## src/rtl/duckhunt_pkg.sv

```systemverilog
// Shared game constants, zapper FSM states and pixel-distance helper.
package duckhunt_pkg;

   localparam logic [1:0] PLAY           = 2'b10;
   localparam int         HIT_RADIUS_DEF = 8;

   typedef enum logic [1:0] {IDLE, ARM, SCAN, REPORT} zapper_state_t;

   // Distance is taken on 11 bits so screen coordinates never wrap around.
   function automatic logic [10:0] abs_dist(input logic [9:0] a, input logic [9:0] b);
      logic signed [10:0] d;
      d = $signed({1'b0, a}) - $signed({1'b0, b});
      return d[10] ? $unsigned(-d) : $unsigned(d);
   endfunction

endpackage

```

## src/rtl/trigger_conditioner.sv

```systemverilog
// Two-flop synchronizer plus rising-edge pulse; optional level debounce
// when built with SHOT_DEBOUNCE_EN and enabled on the instance.
module trigger_conditioner #(
   parameter bit DEBOUNCE_EN     = 1'b0,
   parameter int DEBOUNCE_CYCLES = 500000
) (
   input  logic Clk,
   input  logic clear,
   input  logic raw,
   output logic pulse
);

`ifdef SHOT_DEBOUNCE_EN
   localparam bit DB_BUILD = 1'b1;
`else
   localparam bit DB_BUILD = 1'b0;
`endif

   logic [1:0] sync;
   logic       level;
   logic       level_d;

   always_ff @(posedge Clk) begin
      if (clear) sync <= '0;
      else       sync <= {sync[0], raw};
   end

   generate
      if (DB_BUILD && DEBOUNCE_EN && DEBOUNCE_CYCLES > 0) begin : g_db
         localparam int CW = $clog2(DEBOUNCE_CYCLES + 1);
         logic [CW-1:0] cnt;
         logic          db;

         // The level only flips after the new value has been stable for the full count.
         always_ff @(posedge Clk) begin
            if (clear) begin
               cnt <= '0;
               db  <= 1'b0;
            end else if (sync[1] == db) begin
               cnt <= '0;
            end else if (cnt == CW'(DEBOUNCE_CYCLES - 1)) begin
               db  <= sync[1];
               cnt <= '0;
            end else begin
               cnt <= cnt + 1'b1;
            end
         end

         assign level = db;
      end else begin : g_raw
         assign level = sync[1];
      end
   endgenerate

   always_ff @(posedge Clk) begin
      if (clear) level_d <= 1'b0;
      else       level_d <= level;
   end

   assign pulse = level & ~level_d;

endmodule

```

## src/rtl/zapper_hit_detector.sv

```systemverilog
// Light-gun hit detector: trigger -> one-frame flash scan -> hit/miss report on
// the duck mover's frame edge. SHOT_DEBOUNCE_EN enables trigger debounce.
module zapper_hit_detector
   import duckhunt_pkg::*;
#(
   parameter int MAX_SHOTS       = 3,
   parameter int HIT_RADIUS      = HIT_RADIUS_DEF,
   parameter int DEBOUNCE_CYCLES = 500000
) (
   input  logic       Clk,
   input  logic       Reset,
   input  logic       frame_clk,
   input  logic [1:0] state,
   input  logic       trigger,
   input  logic       new_duck,
   input  logic [9:0] cross_x,
   input  logic [9:0] cross_y,
   input  logic [9:0] DrawX,
   input  logic [9:0] DrawY,
   input  logic       is_duck,
   output logic       shot,
   output logic       miss,
   output logic       flash,
   output logic [1:0] shots_left,
   output logic       out_of_ammo
);

   localparam logic [1:0] AMMO_FULL = 2'(MAX_SHOTS);

   zapper_state_t zst;
   logic          clear;
   logic          frame_clk_delayed;
   logic          fe;
   logic          trig_pulse;
   logic          reload_pulse;
   logic          hit_flag;
   logic          in_window;
   logic [1:0]    ammo_now;
   logic          fire_ok;

   // Leaving PLAY behaves exactly like reset.
   assign clear = Reset | (state != PLAY);

   // Same registered edge as the duck mover so both blocks agree on the cycle.
   always_ff @(posedge Clk) begin
      if (clear) begin
         frame_clk_delayed <= 1'b0;
         fe                <= 1'b0;
      end else begin
         frame_clk_delayed <= frame_clk;
         fe                <= frame_clk & ~frame_clk_delayed;
      end
   end

   trigger_conditioner #(
      .DEBOUNCE_EN     (1'b1),
      .DEBOUNCE_CYCLES (DEBOUNCE_CYCLES)
   ) u_trig (
      .Clk   (Clk),
      .clear (clear),
      .raw   (trigger),
      .pulse (trig_pulse)
   );

   trigger_conditioner #(
      .DEBOUNCE_EN     (1'b0),
      .DEBOUNCE_CYCLES (DEBOUNCE_CYCLES)
   ) u_reload (
      .Clk   (Clk),
      .clear (clear),
      .raw   (new_duck),
      .pulse (reload_pulse)
   );

   assign in_window = (abs_dist(DrawX, cross_x) <= 11'(HIT_RADIUS)) &&
                      (abs_dist(DrawY, cross_y) <= 11'(HIT_RADIUS));

   // A reload in the same cycle is applied before the shot is charged.
   assign ammo_now = reload_pulse ? AMMO_FULL : shots_left;
   assign fire_ok  = (zst == IDLE) && trig_pulse && (ammo_now != 2'd0);

   always_ff @(posedge Clk) begin
      if (clear) begin
         zst        <= IDLE;
         hit_flag   <= 1'b0;
         shots_left <= AMMO_FULL;
         shot       <= 1'b0;
         miss       <= 1'b0;
         flash      <= 1'b0;
      end else begin
         if (fire_ok)           shots_left <= ammo_now - 2'd1;
         else if (reload_pulse) shots_left <= AMMO_FULL;

         case (zst)
            IDLE: begin
               if (fire_ok) zst <= ARM;
            end
            ARM: begin
               if (fe) begin
                  zst      <= SCAN;
                  hit_flag <= 1'b0;
                  flash    <= 1'b1;
               end
            end
            SCAN: begin
               if (fe) begin
                  zst   <= REPORT;
                  flash <= 1'b0;
                  shot  <= hit_flag;
                  miss  <= ~hit_flag;
               end else if (is_duck && in_window) begin
                  hit_flag <= 1'b1;
               end
            end
            REPORT: begin
               if (fe) begin
                  zst  <= IDLE;
                  shot <= 1'b0;
                  miss <= 1'b0;
               end
            end
            default: zst <= IDLE;
         endcase
      end
   end

   assign out_of_ammo = (shots_left == 2'd0) && (zst == IDLE);

endmodule

```

## config.mk

```make
export PLATFORM = sky130hd
export DESIGN_NAME = zapper_hit_detector
export DESIGN_NICKNAME = d
export VERILOG_FILES = /design/src/rtl/duckhunt_pkg.sv /design/src/rtl/trigger_conditioner.sv /design/src/rtl/zapper_hit_detector.sv
export SDC_FILE = /design/constraint.sdc
export NUM_CORES = 1
export LEC_CHECK = 0
export ABC_AREA = 0
export BUFFER_PORTS_ARGS = -buffer_cell sky130_fd_sc_hd__buf_2
export CAP_MARGIN = 20
export CORE_ASPECT_RATIO = 0.6
export CORE_UTILIZATION = 58
export CTS_CLUSTER_SIZE = 12
export DETAILED_ROUTE_END_ITERATION = 7
export PLACE_DENSITY = 0.87
export SLEW_MARGIN = 20
export SYNTH_ARGS = -nofsm -noshare
export SYNTH_HDL_FRONTEND = slang
export SYNTH_SLANG_ARGS = --single-unit
```

## constraint.sdc

```tcl
create_clock -name Clk -period 6 [get_ports Clk]
set_input_delay 1.2 -clock Clk [delete_from_list [all_inputs] [get_ports Clk]]
set_output_delay 1.2 -clock Clk [all_outputs]
set_load 0.01 [all_outputs]
```

==> results of run 1 <==
power breakdown:
group          leakage (nW)  switching, mW  internal [mW]
logic                 0.999          0.103         0.0823
clock network        0.0288         0.0378         0.0582
registers             0.129       0.000478          0.107
metal layers:
layer / GRT usage / up-vias
li1: - / 1075
met1: 0.319 / 910
met2: 0.451 / 72
met3: 0.0466 / 6
met4: 0.0453 / 0
met5: 0 / -
path summary, 6_finish.rpt:
path | from | to | slack, ns | cells after the start
setup reg to reg | u_reload.sync[1] | zst[1] | 4.16 | 8
hold reg to reg | frame_clk_delayed | fe | 0.40 | 1
setup / recovery | DrawY[0] | hit_flag | 2.21 | 14
hold / removal | frame_clk_delayed | fe | 0.40 | 1
flip-flops by register name, summed over array words and instances (netlist names), 2 cells and up:
register       flops
shots_left         2
u_reload.sync      2
zst                2
u_trig.sync        2
area by class of cell:
class / instances / area [sq um] / area share
Sequential cell: 16 / 320 / 0.135
Inverter: 32 / 120 / 0.0508
Clock buffer: 4 / 55.1 / 0.0233
Tap cell: 45 / 56.3 / 0.0238
Timing Repair Buffer: 54 / 273 / 0.115
Multi-Input combinational cell: 212 / 1540 / 0.651
through the flow:
stage | instance area [sq um] | cells | hold slack [ns] | total power, mW
floorplan | 1980 | 261 | 0.367 | 0.249
global placement | 2310 | 359 | 0.371 | 0.286
detailed placement | 2310 | 359 | 0.390 | 0.292
CTS | 2360 | 363 | 0.399 | 0.387
global route | 2360 | 363 | 0.408 | 0.418
finish | 2360 | 363 | 0.395 | 0.389
logic make-up (layout without fill, tap and decap cells):
family | Yosys count | after routing | synth area share
and+or+nand+nor | 90 | 90 | 0.248
DFF | 16 | 16 | 0.161
xor gates and xnor gates | 14 | 14 | 0.0618
AOI/OAI and AO/OA | 75 | 75 | 0.257
muxes | 5 | 5 | 0.0265
buffers and inverters | 33 | 90 | 0.0624
adders and majority gates | 28 | 28 | 0.183
Yosys cell counts, drive strengths merged (4+ instances only):
library cell and n:
inv 32, ha 25, nor2 24, a21oi 17, dfxtp 16, o21ai 14, and2 9, nand2 9
xnor2 9, nor3 8, a21o 5, nand3 5, o211ai 5, o22ai 5, xor2 5, a211oi 4
and3 4, nand2b 4, nor3b 4, nor4 4, or3 4
==> flow_metrics.env, run 1 <==
export IMPL_crit_type="input pin to flip-flop"
export IMPL_ioPinCount=54
export IMPL_syn_area_per_cell_sq_um=7.60
export IMPL_cts_root_buffer="clkbuf_8"
export IMPL_grt_pass1_wl_um=7270
export IMPL_drt_wl_total_um=4520
export IMPL_num_rows=16
export IMPL_cts_hold_buffers_added=0
export IMPL_drtPass1Iterations=4
export IMPL_diodes=0
export IMPL_drcViolationCount=0
export IMPL_die_area_sq_mm=0.00367
export IMPL_critPathCaptureType="flip-flop"
export IMPL_power_per_cell_area_mw_per_mm2=164
export IMPL_drt_met1_wl_um=2240
export IMPL_critPathMaxStageDelay_ns=0.48
export IMPL_netlist_area_sq_mm=0.00198
export IMPL_layout_common_cells="buf_2, inv_1, ha_1"
export IMPL_vias=2063
export IMPL_nets=394
export IMPL_tns_ns=0
export IMPL_clkSinkCount=16
export IMPL_start_kind="input pin"
export IMPL_postCtsSetupRepairBufs=0
export IMPL_skew_ns=0.00794
export IMPL_fmax_ghz=0.264
export IMPL_yosysUniqueCellTypes=54
export IMPL_drtIter0Drc=67
export IMPL_met2_length_um=1970
export IMPL_min_period_ns=3.79
export IMPL_chipWidth_um=77.5
export IMPL_worst_pin_slew_ns=0.628
export IMPL_viasPerCell=5.68
export IMPL_clock_path_buffers=2
export IMPL_initial_core_util=0.608
export IMPL_setup_violations=0
export IMPL_path_delay_family="compound AO/OA/AOI/OAI gates"
export IMPL_syn_nets=336
export IMPL_postLayoutCoreUtil=0.725
export IMPL_wl_per_cell_um=12.4
export IMPL_layout_drive_gt1_share=0.204
export IMPL_synthArstFlopShare=0
export IMPL_slew_violations=0
export IMPL_dp_slack_ns=2.00
export IMPL_finalHoldViolations=0
export IMPL_synth_top_area_cell="dfxtp_1"
export IMPL_yosysWarningCount=0
export IMPL_synth_edf_count=0
export IMPL_grt_pass1_vias=1789
export IMPL_p_leak_nw=1.16
export IMPL_synth_ff_type="dfxtp_1"
export IMPL_cts_buffers=3
export IMPL_status="finished clean"
export IMPL_period_share=0.632
export IMPL_setup_slack_ns=2.21
export IMPL_critical_path_cell_chain="buf_2 -> inv_1 -> ha_1 -> inv_1 -> fa_1 -> a21o_1 -> and3_1 -> o211a_1 -> o41a_1 -> xnor2_1 -> or3_1 -> a22oi_1 -> nand4_1 -> o21ai_1"
export IMPL_coreArea_sq_mm=0.00326
export IMPL_cts_tree="done"
export IMPL_path_common_cell="inv_1"
export IMPL_rsz0062_at_grt="no"
export IMPL_grt_max_degree=11
export IMPL_critPathSlowestCell="o41a_1"
export IMPL_top_layer="met4"
export IMPL_fillCellCount=274
export IMPL_layout_commonest_cell="buf_2"
export IMPL_synth_seq_cells=16
export IMPL_ctsResizeCount=0
export IMPL_crit_path_max_fanout=7
export IMPL_synthCells=261
export IMPL_yosys_top_cells_area="dfxtp_1, ha_1, inv_1, nor2_1, a21oi_1"
export IMPL_wl_met3_um=253
export IMPL_syn2layout_area_growth_pct=19.2
export IMPL_clk_pin_slew_worst_paths_ns=0.06
export IMPL_grt_usage=0.248
export IMPL_maxCapViolations=0
export IMPL_io_buffers=53
export IMPL_die_y_um=47.3
export IMPL_slew_headroom=0.575
export IMPL_gr_total_overflow=0
export IMPL_htreeDepth=1
export IMPL_hold_class="flip-flop to flip-flop"
export IMPL_antenna_found_initial=0
export IMPL_cp_arrival_ns=3.97
export IMPL_synth_top_cell_area_share=0.161
export IMPL_route_antenna_remaining_nets=0
export IMPL_irDropWorstVdd_mv=0.110
export IMPL_place_congestion=0.846
export IMPL_crit_buf_inv=3
export IMPL_clk_insertion_delay_late_ns=0.25
export IMPL_dp_hpwl_um=3570
export IMPL_critPathRequiredTime_ns=6.18
export IMPL_ys_seq_area_frac=0.161
No activity file was read; power rests on OpenSTA's default activity.
==> run 2, diff against run 1 <==
--- a/config.mk
+++ b/config.mk
@@ -5,14 +5,14 @@
 export SDC_FILE = /design/constraint.sdc
 export NUM_CORES = 1
 export LEC_CHECK = 0
-export ABC_AREA = 0
+export ABC_AREA = 1
 export BUFFER_PORTS_ARGS = -buffer_cell sky130_fd_sc_hd__buf_2
 export CAP_MARGIN = 20
 export CORE_ASPECT_RATIO = 0.6
-export CORE_UTILIZATION = 58
+export CORE_UTILIZATION = 50
 export CTS_CLUSTER_SIZE = 12
 export DETAILED_ROUTE_END_ITERATION = 7
-export PLACE_DENSITY = 0.87
+export PLACE_DENSITY = 0.77
 export SLEW_MARGIN = 20
 export SYNTH_ARGS = -nofsm -noshare
 export SYNTH_HDL_FRONTEND = slang
==> constraint.sdc (replaced) <==
create_clock -name Clk -period 3.3 [get_ports Clk]
set_input_delay 0.66 -clock Clk [delete_from_list [all_inputs] [get_ports Clk]]
set_output_delay 0.66 -clock Clk [all_outputs]
set_load 0.01 [all_outputs]
==> flow_metrics.env, run 2 <==
export IMPL_status="finished clean"
export IMPL_htreeDepth=1
export IMPL_cp_depth=20
export IMPL_crit_buf_inv=4
export IMPL_syn_nets=518
export IMPL_period_share=0.821
export IMPL_initial_core_util=0.526
export IMPL_hold_class="flip-flop to flip-flop"
export IMPL_drcViolationCount=0
export IMPL_critPathCaptureType="flip-flop"
export IMPL_grt_max_degree=14
export IMPL_synthArstFlopShare=0
export IMPL_maxCapViolations=0
export IMPL_layout_drive_gt1_share=0.173
export IMPL_min_period_ns=2.71
export IMPL_synth_most_common_cell="nand2_1"
export IMPL_yosysWarningCount=0
export IMPL_drtIter0Drc=192
export IMPL_crit_type="input pin to flip-flop"
export IMPL_synth_edf_count=0
export IMPL_hold_path_end="fe"
export IMPL_reg2reg_slack_ns=1.27
export IMPL_coreArea_sq_mm=0.00464
export IMPL_yosysUniqueCellTypes=29
export IMPL_viasPerCell=4.89
export IMPL_critPathRequiredTime_ns=3.49
export IMPL_irDropWorstVdd_mv=0.136
export IMPL_cts_tree="done"
export IMPL_fin_cells=561
export IMPL_slew_headroom=0.584
export IMPL_setup_violations=0
export IMPL_synthCells=443
export IMPL_route_antenna_remaining_nets=0
export IMPL_slew_violations=0
export IMPL_dp_cells=557
export IMPL_antenna_found_initial=0
export IMPL_cts_root_buffer="clkbuf_8"
export IMPL_path_common_cell="nand2_1"
export IMPL_die_y_um=56.1
export IMPL_syn_area_per_cell_sq_um=5.50
export IMPL_netlist_area_sq_mm=0.00244
export IMPL_p_leak_nw=1.69
export IMPL_yosys_top_cells_area="nand2_1, inv_1, dfxtp_1, ha_1, nand3_1"
export IMPL_p_int_mw=0.453
export IMPL_postCtsSetupRepairBufs=0
export IMPL_crit_path_max_fanout=3
export IMPL_critPathSlowestCell="fa_1"
export IMPL_wl_per_cell_um=10.3
export IMPL_syn2layout_area_growth_pct=15.8
export IMPL_synth_seq_cells=16
export IMPL_grt_usage=0.230
export IMPL_hp_start="frame_clk_delayed"
export IMPL_worstRegToRegCells=8
export IMPL_power_per_cell_area_mw_per_mm2=281
export IMPL_synth_common_cells="nand2_1, inv_1, nand3_1"
export IMPL_cp_arrival_ns=2.91
export IMPL_nets=574
export IMPL_clk_insertion_delay_late_ns=0.26
export IMPL_clock_path_buffers=2
export IMPL_path_delay_family="simple AND/OR/NAND/NOR gates"
export IMPL_rr_endpoint="zst[1]"
export IMPL_rsz0062_at_grt="no"
export IMPL_critPathMaxStageDelay_ns=0.42
export IMPL_seqPwrFrac=0.247
export IMPL_grt_pass1_wl_um=9850
export IMPL_synth_top_area_cell="nand2_1"
export IMPL_num_rows=19
export IMPL_die_area_sq_mm=0.00516
export IMPL_switchingPower_mw=0.338
export IMPL_hold_path_depth=1
export IMPL_p_clk_frac=0.225
export IMPL_cts_hold_buffers_added=0
export IMPL_ioPinCount=54
export IMPL_drt_wl_total_um=5760
export IMPL_skew_ns=0.00238
export IMPL_cts_buffers=3
export IMPL_postLayoutCoreUtil=0.608
export IMPL_clkSinkCount=16
export IMPL_dp_hpwl_um=4900
export IMPL_p_comb_frac=0.528
export IMPL_io_buffers=53
export IMPL_clk_pin_slew_worst_paths_ns=0.06
export IMPL_grt_pass1_vias=2283
export IMPL_synth_top_cell_area_share=0.233
export IMPL_drtPass1Iterations=4
export IMPL_layout_commonest_cell="nand2_1"
export IMPL_tns_ns=0
export IMPL_ctsResizeCount=0
export IMPL_start_kind="input pin"
export IMPL_switching_share=0.427
export IMPL_fmax_ghz=0.369
export IMPL_gr_total_overflow=0
export IMPL_worst_pin_slew_ns=0.618
export IMPL_finalHoldViolations=0
export IMPL_vias=2743
export IMPL_crit_reg2reg_launch="u_reload.sync[1]"
export IMPL_layout_common_cells="nand2_1, inv_1, buf_2"
export IMPL_chipWidth_um=92.1
export IMPL_critical_path_cell_chain="buf_2 -> inv_1 -> ha_1 -> inv_1 -> fa_1 -> inv_1 -> nand2_1 -> nand2_1 -> nand2_1 -> nor2_2 -> nand3_2 -> nor2_1 -> nand2_1 -> nand3_1 -> nand2_1 -> nor2_1 -> nand2_1 -> nor2_1 -> nand2_1 -> a21oi_2"
export IMPL_ys_seq_area_frac=0.131
export IMPL_synth_ff_type="dfxtp_1"
export IMPL_place_congestion=0.887
export IMPL_diodes=0
## run 2: worst max path at each step
stage | startpoint | end
floorplan | DrawX[0] | hit_flag
global placement | DrawX[0] | hit_flag
detailed placement | DrawX[0] | hit_flag
CTS | DrawX[0] | hit_flag
global route | DrawX[0] | hit_flag
finish | DrawX[0] | hit_flag
## run 2: cells by family after synthesis
group,share of synthesized area
AOI/OAI and AO/OA,0.0688
and+or+nand+nor,0.503
adders and majority gates,0.145
buffers and inverters,0.148
DFF,0.131
xor gates and xnor gates,0.00360
## run 2: final cells by class
type	count	area (sq um)
inverter	92	345
timing repair buffer	53	265
clock buffer	4	55.1
tap	63	78.8
sequential	16	320
fill	478	1820
multi-input combinational	333	1760
## run 2: power groups by stage
| stage | sequential [mW] | combinational, mW | clock [mW] |
|---|---|---|---|
| final | 0.196 | 0.418 | 0.178 |
| after global routing | 0.196 | 0.477 | 0.190 |
| after CTS | 0.196 | 0.414 | 0.179 |
| after detailed placement | 0.200 | 0.412 | 0 |
| after global placement | 0.200 | 0.403 | 0 |
| after floorplan | 0.200 | 0.319 | 0 |
## run 2: routing by layer
layer	vias up	part of all wire	GRT usage
met2	92	0.38	0.340
met5	-	0	0
li1	1481	-	-
met1	1168	0.56	0.359
met3	2	0.065	0.0314
met4	0	0.0026	0.0246
## run 2: metrics by stage
step                area [sq um]  hold WS, ns  power [mW]  setup WS, ns
floorplan                   2440        0.373       0.519         0.822
finish                      2820        0.395       0.792         0.589
CTS                         2820        0.396       0.788         0.635
global placement            2770        0.377       0.602         0.418
global route                2820        0.408       0.862         0.371
detailed placement          2770        0.400       0.612         0.380
